File: config.mk
export PLATFORM = sky130hd
export DESIGN_NAME = disp_page_sched_flat
export DESIGN_NICKNAME = d
export VERILOG_FILES = /design/src/rtl/mips_disp_pkg.sv /design/src/rtl/disp_page_sched_if.sv /design/src/rtl/btn_debounce.sv /design/src/rtl/disp_page_sched.sv /design/src/flat_wrapper.sv
export SDC_FILE = /design/constraint.sdc
export NUM_CORES = 1
export LEC_CHECK = 0
export BUFFER_PORTS_ARGS = -buffer_cell sky130_fd_sc_hd__buf_2
export CAP_MARGIN = 20
export CORE_MARGIN = 2
export CORE_UTILIZATION = 30
export CTS_CLUSTER_DIAMETER = 150
export DETAILED_ROUTE_END_ITERATION = 16
export PLACE_DENSITY = 0.57
export SYNTH_ARGS = -nofsm -noshare
export SYNTH_HDL_FRONTEND = slang
export SYNTH_SLANG_ARGS = --single-unit
File: constraint.sdc
create_clock -name clk -period 2.4 [get_ports clk]
set_input_delay 0.24 -clock clk [delete_from_list [all_inputs] [get_ports clk]]
set_output_delay 0.24 -clock clk [all_outputs]
set_load 0.01 [all_outputs]
File: src/rtl/mips_disp_pkg.sv
// mips_disp_pkg
// Shared types for the seven-segment display page scheduler of the
// mips_fpga board wrapper.
//   disp_mode_e  : page selection policy (software, push-button, timed)
//   disp_page_e  : which 16-bit half of which observation source is shown
//   DISP_PAGE_W  : width of a page index
//   decodeMode() : folds the raw 2-bit mode switch onto disp_mode_e
package mips_disp_pkg;

    localparam int DISP_PAGE_W = 3;

    typedef enum logic [1:0] {
        MODE_SOFT   = 2'd0,
        MODE_MANUAL = 2'd1,
        MODE_AUTO   = 2'd2
    } disp_mode_e;

    typedef enum logic [DISP_PAGE_W-1:0] {
        PAGE_GPO2_LO  = 3'd0,
        PAGE_GPO2_HI  = 3'd1,
        PAGE_PC_LO    = 3'd2,
        PAGE_PC_HI    = 3'd3,
        PAGE_INSTR_LO = 3'd4,
        PAGE_INSTR_HI = 3'd5,
        PAGE_ALU_LO   = 3'd6,
        PAGE_ALU_HI   = 3'd7
    } disp_page_e;

    // The unused switch code 3 behaves like software control so a stray
    // setting never leaves the display frozen on a random page.
    function automatic disp_mode_e decodeMode(input logic [1:0] raw);
        case (raw)
            2'd1:    return MODE_MANUAL;
            2'd2:    return MODE_AUTO;
            default: return MODE_SOFT;
        endcase
    endfunction

endpackage

File: src/rtl/disp_page_sched_if.sv
// disp_page_sched_if
// Bundles the observation sources coming from the SoC and the page /
// half-word outputs going to the hex decoders and LED multiplexer.
//   gpo2, pc_current, instr, alu_out : 32-bit observation sources
//   disp_hex                         : half-word to display
//   page                             : current page index
//   page_tick                        : one-cycle pulse on a page change
// Modports:
//   master : SoC / board side, drives the sources and reads the display
//   slave  : scheduler side, reads the sources and drives the display
interface disp_page_sched_if;
    import mips_disp_pkg::*;

    logic [31:0]            gpo2;
    logic [31:0]            pc_current;
    logic [31:0]            instr;
    logic [31:0]            alu_out;
    logic [15:0]            disp_hex;
    logic [DISP_PAGE_W-1:0] page;
    logic                   page_tick;

    modport master (
        output gpo2,
        output pc_current,
        output instr,
        output alu_out,
        input  disp_hex,
        input  page,
        input  page_tick
    );

    modport slave (
        input  gpo2,
        input  pc_current,
        input  instr,
        input  alu_out,
        output disp_hex,
        output page,
        output page_tick
    );

endinterface

File: src/rtl/btn_debounce.sv
// btn_debounce
// Cleans up a raw mechanical push-button for use in the clk domain.
// A two-flop synchronizer feeds a stability counter: the debounced level
// only follows the synchronized input once the two have disagreed for
// DEBOUNCE_CYCLES consecutive cycles, and any bounce back restarts the
// count. An accepted press yields a single-cycle pulse; release yields
// nothing. Written to be reused for any other board button.
//
// Ports:
//   clk         system clock
//   rst_n       asynchronous active-low reset
//   btnRaw_i    raw asynchronous push-button, active-high
//   btnPulse_o  one-cycle pulse per accepted press
module btn_debounce #(
    parameter int DEBOUNCE_CYCLES = 50000
) (
    input  logic clk,
    input  logic rst_n,
    input  logic btnRaw_i,
    output logic btnPulse_o
);

    localparam int CNT_W = (DEBOUNCE_CYCLES > 1) ? $clog2(DEBOUNCE_CYCLES) : 1;
    localparam logic [CNT_W-1:0] CNT_LAST = CNT_W'(DEBOUNCE_CYCLES - 1);

    logic             syncMeta_q;
    logic             syncOut_q;
    logic             level_q;
    logic             level_d;
    logic [CNT_W-1:0] count_q;
    logic [CNT_W-1:0] count_d;
    logic             pulse_q;
    logic             pulse_d;

    // Two-flop synchronizer. The first stage may go metastable; only the
    // second stage is looked at by the rest of the logic.
    always_ff @(posedge clk or negedge rst_n) begin
        if (!rst_n) begin
            syncMeta_q <= 1'b0;
            syncOut_q  <= 1'b0;
        end else begin
            syncMeta_q <= btnRaw_i;
            syncOut_q  <= syncMeta_q;
        end
    end

    // Stability counter. The count runs only while the synchronized input
    // disagrees with the accepted level; on the last disagreeing cycle the
    // level flips and, if it flipped high, the press pulse is armed.
    always_comb begin
        level_d = level_q;
        count_d = '0;
        pulse_d = 1'b0;
        if (syncOut_q != level_q) begin
            if (count_q == CNT_LAST) begin
                level_d = syncOut_q;
                pulse_d = syncOut_q;
            end else begin
                count_d = count_q + CNT_W'(1);
            end
        end
    end

    // Debounced level, counter and registered press pulse. Reset drops any
    // partial count, so releasing reset can never emit a pulse by itself.
    always_ff @(posedge clk or negedge rst_n) begin
        if (!rst_n) begin
            level_q <= 1'b0;
            count_q <= '0;
            pulse_q <= 1'b0;
        end else begin
            level_q <= level_d;
            count_q <= count_d;
            pulse_q <= pulse_d;
        end
    end

    assign btnPulse_o = pulse_q;

endmodule

File: src/rtl/disp_page_sched.sv
// disp_page_sched
// Shares the 4-digit seven-segment display between the 32-bit observation
// sources of mips_soc. Each cycle one 16-bit half-word is selected by
// page: software-selected (SOFT), stepped by a debounced push-button
// (MANUAL) or stepped by a rotate timer plus the button (AUTO).
//
// Ports:
//   clk       system clock
//   rst_n     asynchronous active-low reset
//   btn_next  raw push-button, active-high, advances the page
//   mode      0 SOFT, 1 MANUAL, 2 AUTO, 3 behaves as SOFT
//   soft_sel  software half select, only used in SOFT
//   bus       slave side of disp_page_sched_if (sources in, display out)
module disp_page_sched
    import mips_disp_pkg::*;
#(
    parameter int DEBOUNCE_CYCLES = 50000,
    parameter int ROTATE_CYCLES   = 100000000
) (
    input  logic                    clk,
    input  logic                    rst_n,
    input  logic                    btn_next,
    input  logic [1:0]              mode,
    input  logic                    soft_sel,
    disp_page_sched_if.slave        bus
);

    localparam int TMR_W = (ROTATE_CYCLES > 2) ? $clog2(ROTATE_CYCLES) : 1;
    localparam logic [TMR_W-1:0] TMR_LAST = TMR_W'(ROTATE_CYCLES - 1);

    disp_mode_e             modeDec;
    logic                   btnPulse;
    logic                   advance;
    logic [TMR_W-1:0]       timer_q;
    logic [TMR_W-1:0]       timer_d;
    logic [DISP_PAGE_W-1:0] page_q;
    logic [DISP_PAGE_W-1:0] page_d;
    logic [15:0]            dispHex_q;
    logic [15:0]            dispHex_d;
    logic                   pageTick_q;

    btn_debounce #(
        .DEBOUNCE_CYCLES (DEBOUNCE_CYCLES)
    ) u_btnNext (
        .clk        (clk),
        .rst_n      (rst_n),
        .btnRaw_i   (btn_next),
        .btnPulse_o (btnPulse)
    );

    // The mode switch is quasi-static and already synchronized upstream,
    // so it is decoded directly every cycle.
    assign modeDec = decodeMode(mode);

    // Next page and rotate timer. The timer only ever counts in AUTO and
    // is forced to 0 in every other mode, so any change of decoded mode
    // finds it at 0 and entering AUTO always starts a full period. A button
    // pulse landing on terminal count still advances by exactly one.
    always_comb begin
        timer_d = '0;
        page_d  = page_q;
        advance = 1'b0;
        case (modeDec)
            MODE_MANUAL: begin
                advance = btnPulse;
            end
            MODE_AUTO: begin
                advance = btnPulse || (timer_q == TMR_LAST);
                if (!advance) begin
                    timer_d = timer_q + TMR_W'(1);
                end
            end
            default: begin
                advance = 1'b0;
            end
        endcase
        if (modeDec == MODE_SOFT) begin
            page_d = {{(DISP_PAGE_W-1){1'b0}}, soft_sel};
        end else if (advance) begin
            page_d = page_q + DISP_PAGE_W'(1);
        end
    end

    // Half-word select from the page currently registered. The sources are
    // live, so the display follows them one cycle behind.
    always_comb begin
        dispHex_d = bus.gpo2[15:0];
        case (disp_page_e'(page_q))
            PAGE_GPO2_LO:  dispHex_d = bus.gpo2[15:0];
            PAGE_GPO2_HI:  dispHex_d = bus.gpo2[31:16];
            PAGE_PC_LO:    dispHex_d = bus.pc_current[15:0];
            PAGE_PC_HI:    dispHex_d = bus.pc_current[31:16];
            PAGE_INSTR_LO: dispHex_d = bus.instr[15:0];
            PAGE_INSTR_HI: dispHex_d = bus.instr[31:16];
            PAGE_ALU_LO:   dispHex_d = bus.alu_out[15:0];
            PAGE_ALU_HI:   dispHex_d = bus.alu_out[31:16];
            default:       dispHex_d = bus.gpo2[15:0];
        endcase
    end

    // Page, timer and display registers. page_tick is registered alongside
    // page so it is high exactly in the cycle the new page is visible, and
    // never for a same-value reload (e.g. SOFT rewriting the same half).
    always_ff @(posedge clk or negedge rst_n) begin
        if (!rst_n) begin
            timer_q    <= '0;
            page_q     <= '0;
            dispHex_q  <= '0;
            pageTick_q <= 1'b0;
        end else begin
            timer_q    <= timer_d;
            page_q     <= page_d;
            dispHex_q  <= dispHex_d;
            pageTick_q <= (page_d != page_q);
        end
    end

    assign bus.page      = page_q;
    assign bus.disp_hex  = dispHex_q;
    assign bus.page_tick = pageTick_q;

endmodule
File: src/flat_wrapper.sv
// flat-port wrapper written by rule: the top's interface ports become plain ports
module disp_page_sched_flat import mips_disp_pkg::*;
#(
    parameter int DEBOUNCE_CYCLES = 50000,
    parameter int ROTATE_CYCLES   = 100000000
)
  (clk, rst_n, btn_next, mode, soft_sel, bus_gpo2, bus_pc_current, bus_instr, bus_alu_out, bus_disp_hex, bus_page, bus_page_tick);
  disp_page_sched_if bus_i ();
  input  logic clk;
  input  logic rst_n;
  input  logic btn_next;
  input  logic [1:0] mode;
  input  logic soft_sel;
  input wire logic [$bits(bus_i.gpo2)-1:0] bus_gpo2;
  input wire logic [$bits(bus_i.pc_current)-1:0] bus_pc_current;
  input wire logic [$bits(bus_i.instr)-1:0] bus_instr;
  input wire logic [$bits(bus_i.alu_out)-1:0] bus_alu_out;
  output wire logic [$bits(bus_i.disp_hex)-1:0] bus_disp_hex;
  output wire logic [$bits(bus_i.page)-1:0] bus_page;
  output wire logic [$bits(bus_i.page_tick)-1:0] bus_page_tick;
  assign bus_i.gpo2 = bus_gpo2;
  assign bus_i.pc_current = bus_pc_current;
  assign bus_i.instr = bus_instr;
  assign bus_i.alu_out = bus_alu_out;
  assign bus_disp_hex = bus_i.disp_hex;
  assign bus_page = bus_i.page;
  assign bus_page_tick = bus_i.page_tick;
  disp_page_sched #(.DEBOUNCE_CYCLES(DEBOUNCE_CYCLES), .ROTATE_CYCLES(ROTATE_CYCLES)) u_core (.clk(clk), .rst_n(rst_n), .btn_next(btn_next), .mode(mode), .soft_sel(soft_sel), .bus(bus_i));
endmodule
==> results of run 1 <==
placed cells by master (no fill, tap or decap), drive strengths merged, types with 7 or more instances in the layout:
master,instances
buf,163
dfrtp,67
nor2,55
a21oi,31
nand2,27
a222oi,26
nand3,18
xnor2,17
inv,13
mux2,12
o21ai,11
or3,11
a31oi,10
ha,10
clkbuf,10
nand4,9
nor3,8
nor4,7
xor2,7
or4,7
cell type report:
class                   count  area (um2)
multi-input cells         308        2030
diodes                      1        2.50
repair buffers            164         863
inverters                  13        48.8
clock buffers              10         239
well taps                 172         215
fillers                  1277        7410
flip-flops and latches     67        1680
clock inverters             6        88.8
sequential cells by signal, summed over array words and instances, names as in the netlist:
signal / count
u_core.u_btnNext.count_q: 16
u_core.u_btnNext.syncOut_q: 1
u_core.timer_q: 27
u_core.bus.page: 3
u_core.bus.page_tick: 1
u_core.bus.disp_hex: 16
u_core.u_btnNext.btnPulse_o: 1
u_core.u_btnNext.level_q: 1
u_core.u_btnNext.syncMeta_q: 1
worst max path at each step:
| stage | startpoint | to | cells past startpoint |
|---|---|---|---|
| floorplan | u_core.bus.page[2]$_DFF_PN0_ | u_core.bus.disp_hex[0]$_DFF_PN0_ | 10 |
| global placement | u_core.timer_q[0]$_DFF_PN0_ | u_core.timer_q[26]$_DFF_PN0_ | 5 |
| detailed placement | u_core.timer_q[0]$_DFF_PN0_ | u_core.timer_q[26]$_DFF_PN0_ | 5 |
| CTS | u_core.timer_q[0]$_DFF_PN0_ | u_core.timer_q[26]$_DFF_PN0_ | 5 |
| global route | u_core.timer_q[0]$_DFF_PN0_ | u_core.timer_q[26]$_DFF_PN0_ | 5 |
| finish | u_core.timer_q[0]$_DFF_PN0_ | u_core.timer_q[26]$_DFF_PN0_ | 5 |
cells by family (layout without fill, tap and decap cells):
family / count (synthesis) / count (layout) / share of synthesized area, %
fa+ha+maj: 10 / 10 / 3.25
compound gates: 97 / 97 / 17.9
mux: 14 / 14 / 4.03
xor+xnor: 24 / 24 / 5.46
simple gates: 163 / 163 / 22.0
other cells: 0 / 1 / 0
buf+inv: 37 / 193 / 3.87
flops: 67 / 67 / 43.5
what timing repair did:
action	CTS	global route
hold buffers	1	0
hold endpoints to repair	22	0
endpoints found under the setup margin	0	0
gates resized for setup	0	0
power by group:
| part | switching [mW] | internal (mW) | total [mW] |
|---|---|---|---|
| Clock | 0.510 | 0.937 | 1.45 |
| Sequential | 0.0347 | 1.21 | 1.25 |
| Combinational | 0.317 | 0.260 | 0.577 |
layer usage:
layer  vias to the layer above  wire (um)  GRT usage (%)
met5                         -         16              0
met1                      1846       5080           21.5
li1                       1854          -              -
met2                       148       6060           30.5
met4                         2        272           7.45
met3                        22        628           2.87
==> run summary, run 1 <==
run status: complete, no violations
htree depth: 3
Synth cell types: 45
Mapped Cells: 412
GPL Wtd Cong: 0.856
Commonest cells post-synth: dfrtp_1 (67), nor2_1 (55), a21oi_1 (31)
TritonCTS Sinks: 67
Clk Latency, worst-skew pair: 0.33 ns
floorplan row count: 41
measured slew at the worst slew-check pin: 0.799 ns
drt initial violations: 223
# Max-Cap Violations: 0
layout cell share with drive strength beyond 1: 35.4%
leakage power: 2.26 nW
Syn Std Cell Area: 3850 um2
Total GRT Usage: 17.5%
Crit Path Class: register to register
worst-path cell chain: ha_1 > nand3_2 > or4_4 > or4_1 > a21oi_1
via count: 3,872
die width: 117 um
root buf cell: clkbuf_16
DIE AREA: 13,800 um2
initial core utilization: 30.6%
total power: 3.27 mW
smallest hold slack: 0.0200 ns
crit path capture type: register
worst path arrival time: 2.39 ns
initial antenna violation count: 2
Avg WL per Cell: 16.3 um
worst r2r src: u_core.timer_q[0]$_DFF_PN0_
Slew Viols, Final: 0
DP HPWL: 9280 um
fin area: 5160 um2
Syn-to-layout area delta: 34.0%
R2R setup slack: 0.26 ns
critical path's slowest cell: or4_4
Final min period: 2.14 ns
FF-to-FF End: u_core.timer_q[26]$_DFF_PN0_
Post-Syn Nets: 556
hold crit path type: input pin to register
worst slack at placement: 0.279 ns
fin crit share: 89.3%
#FFs+latches synth: 67
Setup Buffers After CTS: 0
largest net degree at the start of global routing: 46
Final Hold Fails: 0
count leader, synth: dfrtp_1
post-route worst setup slack: 0.256 ns
Synth top area share: 43.5%
first-pass GRT wire length: 19,600 um
Clock Pin Slew Worst Setup and Hold Paths: 0.06 ns
WL final: 12,100 um
pwr dens: 634 nW/um2
CP Launch Type: register
total placed cells including tap cells: 723
sequential area share after synthesis: 43.5%
Yosys top cell by area: dfrtp_1
worst hold start: btn_next
Nets: 707
Finished Core Util: 41.1%
CTS tree: yes
hold path depth: 1
WHS Endpoint: u_core.u_btnNext.syncMeta_q$_DFF_PN0_
ys flop type: dfrtp_1
Syn. warnings: 0
Die Ht: 117 um
core area: 12,600 um2
Peak supply drop: 0.262 mV
number of synthesized flops with an enable pin: 0
filler-free cell count of the finished design: 741
Syn Area/Cell: 9.35 um2
Clock Skews: 0.00677 ns
WP buf/inv: 0
fmax: 467 MHz
clk buf depth: 2
Area contributors post-synth: dfrtp_1 (44%), a222oi_1 (6.8%), nor2_1 (5.4%)
Worst path top cell family by delay: simple AND/OR/NAND/NOR gates
worst-path maximum fanout: 14
post-route ant nets: 0
vias per inst: 5.23
global route total overflow: 0
I/O Buffers: 153
CTS buffer count: 9
data required time of the worst path: 2.65 ns
router iterations before antenna repair: 5
Final Setup Violations: 0
setup total negative slack: 0 ns
cell area after placement: 4820 um2
io pins: 154
Slew Limit Headroom: 46.6%
Async SR Flop Fraction: 100%
vias in the first global route: 3,928
RSZ-0062 raised after global routing: false
Register-to-Register Path Depth: 5
CP peak stage delay: 0.63 ns
drt drc: 0
No activity file was read; power rests on OpenSTA's default activity.
==> run 2: changes to the inputs <==
PLACE_DENSITY = 0.59   (was 0.57)
clock period = 1.97 ns   (was 2.4 ns; I/O delays follow)
==> run summary, run 2 (synthesis results as in run 1) <==
DIE AREA: 13,800 um2
RSZ-0062 raised after global routing: true
worst path arrival time: 2.19 ns
Clock Skews: 0.00607 ns
crit path capture type: register
uppermost routed layer: met4
CTS tree: yes
layout cell share with drive strength beyond 1: 39.1%
Peak supply drop: 0.443 mV
commonest non-fill, non-tap cell in the layout: buf_2
initial antenna violation count: 1
Slew Limit Headroom: 64.9%
htree depth: 3
worst-path cell chain: nand4_2 > or4_4 > or4_1 > a21oi_2
CP Launch Type: register
max FFs per register: 27
CP peak stage delay: 0.60 ns
hold crit path type: input pin to register
total power: 4.03 mW
Met1 Wirelength: 5000 um
global route total overflow: 0
# Max-Cap Violations: 0
Final Setup Violations: 0
drt drc: 0
first-pass GRT wire length: 18,700 um
Final min period: 1.94 ns
Biggest register: u_core.timer_q
worst r2r src: u_core.timer_q[7]$_DFF_PN0_
measured slew at the worst slew-check pin: 0.527 ns
data required time of the worst path: 2.22 ns
Avg WL per Cell: 15.5 um
clk buf depth: 2
TritonCTS Sinks: 67
smallest hold slack: 0.131 ns
fin crit share: 98.6%
fmax: 515 MHz
vias in the first global route: 3,883
DP HPWL: 9140 um
via count: 3,977
met3 wire length: 812 um
Total GRT Usage: 16.8%
root buf cell: clkbuf_16
I/O Buffers: 153
largest net degree at the start of global routing: 47
run status: complete, no violations
Crit Path Class: register to register
Clk Latency, worst-skew pair: 0.33 ns
critical path's slowest cell: or4_4
vias per inst: 5.18
die width: 117 um
Finished Core Util: 43.0%
floorplan row count: 41
core area: 12,600 um2
initial core utilization: 30.6%
Final Hold Fails: 0
Clock Pin Slew Worst Setup and Hold Paths: 0.06 ns
WL final: 11,900 um
Die Ht: 117 um
leakage power: 2.40 nW
Syn-to-layout area delta: 40.4%
most frequent cells in the layout: buf_2 (153), dfrtp_1 (66), nor2_1 (55), buf_4 (34), a21oi_1 (30)
router iterations before antenna repair: 8
Slew Viols, Final: 0
Nets: 735
DR WL met2: 5750 um
drt initial violations: 333
GPL Wtd Cong: 0.880
post-route ant nets: 0
CTS buffer count: 9
worst hold start: bus_gpo2[15]
worst-path maximum fanout: 10
io pins: 154
Ant. Diodes: 0
Worst Setup SP: u_core.timer_q[7]$_DFF_PN0_
pwr dens: 745 nW/um2
setup total negative slack: 0 ns
run 2: cell count changes in the layout (fill, tap and decap cells not counted), sizes merged:
cell and change:
dlygate4sd3 +1, buf +27, diode -1
run 2: through the flow:
stage	instance area [um2]	setup slack, ns	cells
3_3_place_gp	5020	0.0757	747
5_1_grt	5410	-0.0113	768
2_1_floorplan	3870	0.0596	412
4_1_cts	5370	0.0140	765
6_report	5410	0.0274	768
3_5_place_dp	5020	0.0316	747
run 2: report_power, final:
part	internal [mW]	leakage [nW]	switching, mW
sequential	1.48	0.888	0.0359
combinational	0.367	1.36	0.409
clock	1.14	0.155	0.596
total	2.99	2.40	1.04
run 2: critical path, delay by kind of cell, from the launching register on:
family	cells	cell delay, ns
and+or+nand+nor	3	1.27
DFF	1	0.43
AOI/OAI and AO/OA	1	0.17
run 2: final timing paths:
path	endpoint	slack (ns)	cells after the start
max	u_core.timer_q[25]$_DFF_PN0_	0.03	4
min	u_core.bus.disp_hex[15]$_DFF_PN0_	0.13	3
max reg2reg	u_core.timer_q[25]$_DFF_PN0_	0.03	4
min reg2reg	u_core.u_btnNext.syncOut_q$_DFF_PN0_	0.36	0
max in group asynchronous	u_core.bus.disp_hex[7]$_DFF_PN0_	0.97	3
min in group asynchronous	u_core.bus.disp_hex[13]$_DFF_PN0_	0.38	2
run 2: layer usage:
layer | up-vias | GRT usage (%)
met3 | 27 | 4.28
li1 | 1911 | -
met4 | 0 | 7.23
met2 | 177 | 28.7
met5 | - | 0
met1 | 1862 | 19.9
run 2: layout make-up:
type	count	area, um2
clock buffer	10	239
clock inverter	6	88.8
fill	1232	7160
inverter	13	48.8
multi-input combinational	308	2040
sequential	67	1680
tap	172	215
timing repair buffer	192	1100
run 2: repair_timing:
action,CTS,global route
pin swaps,1,2
gates resized for setup,0,5
setup endpoints to repair,1,21
hold buffers,2,0
setup buffers,0,3
endpoints found under the hold margin,22,0
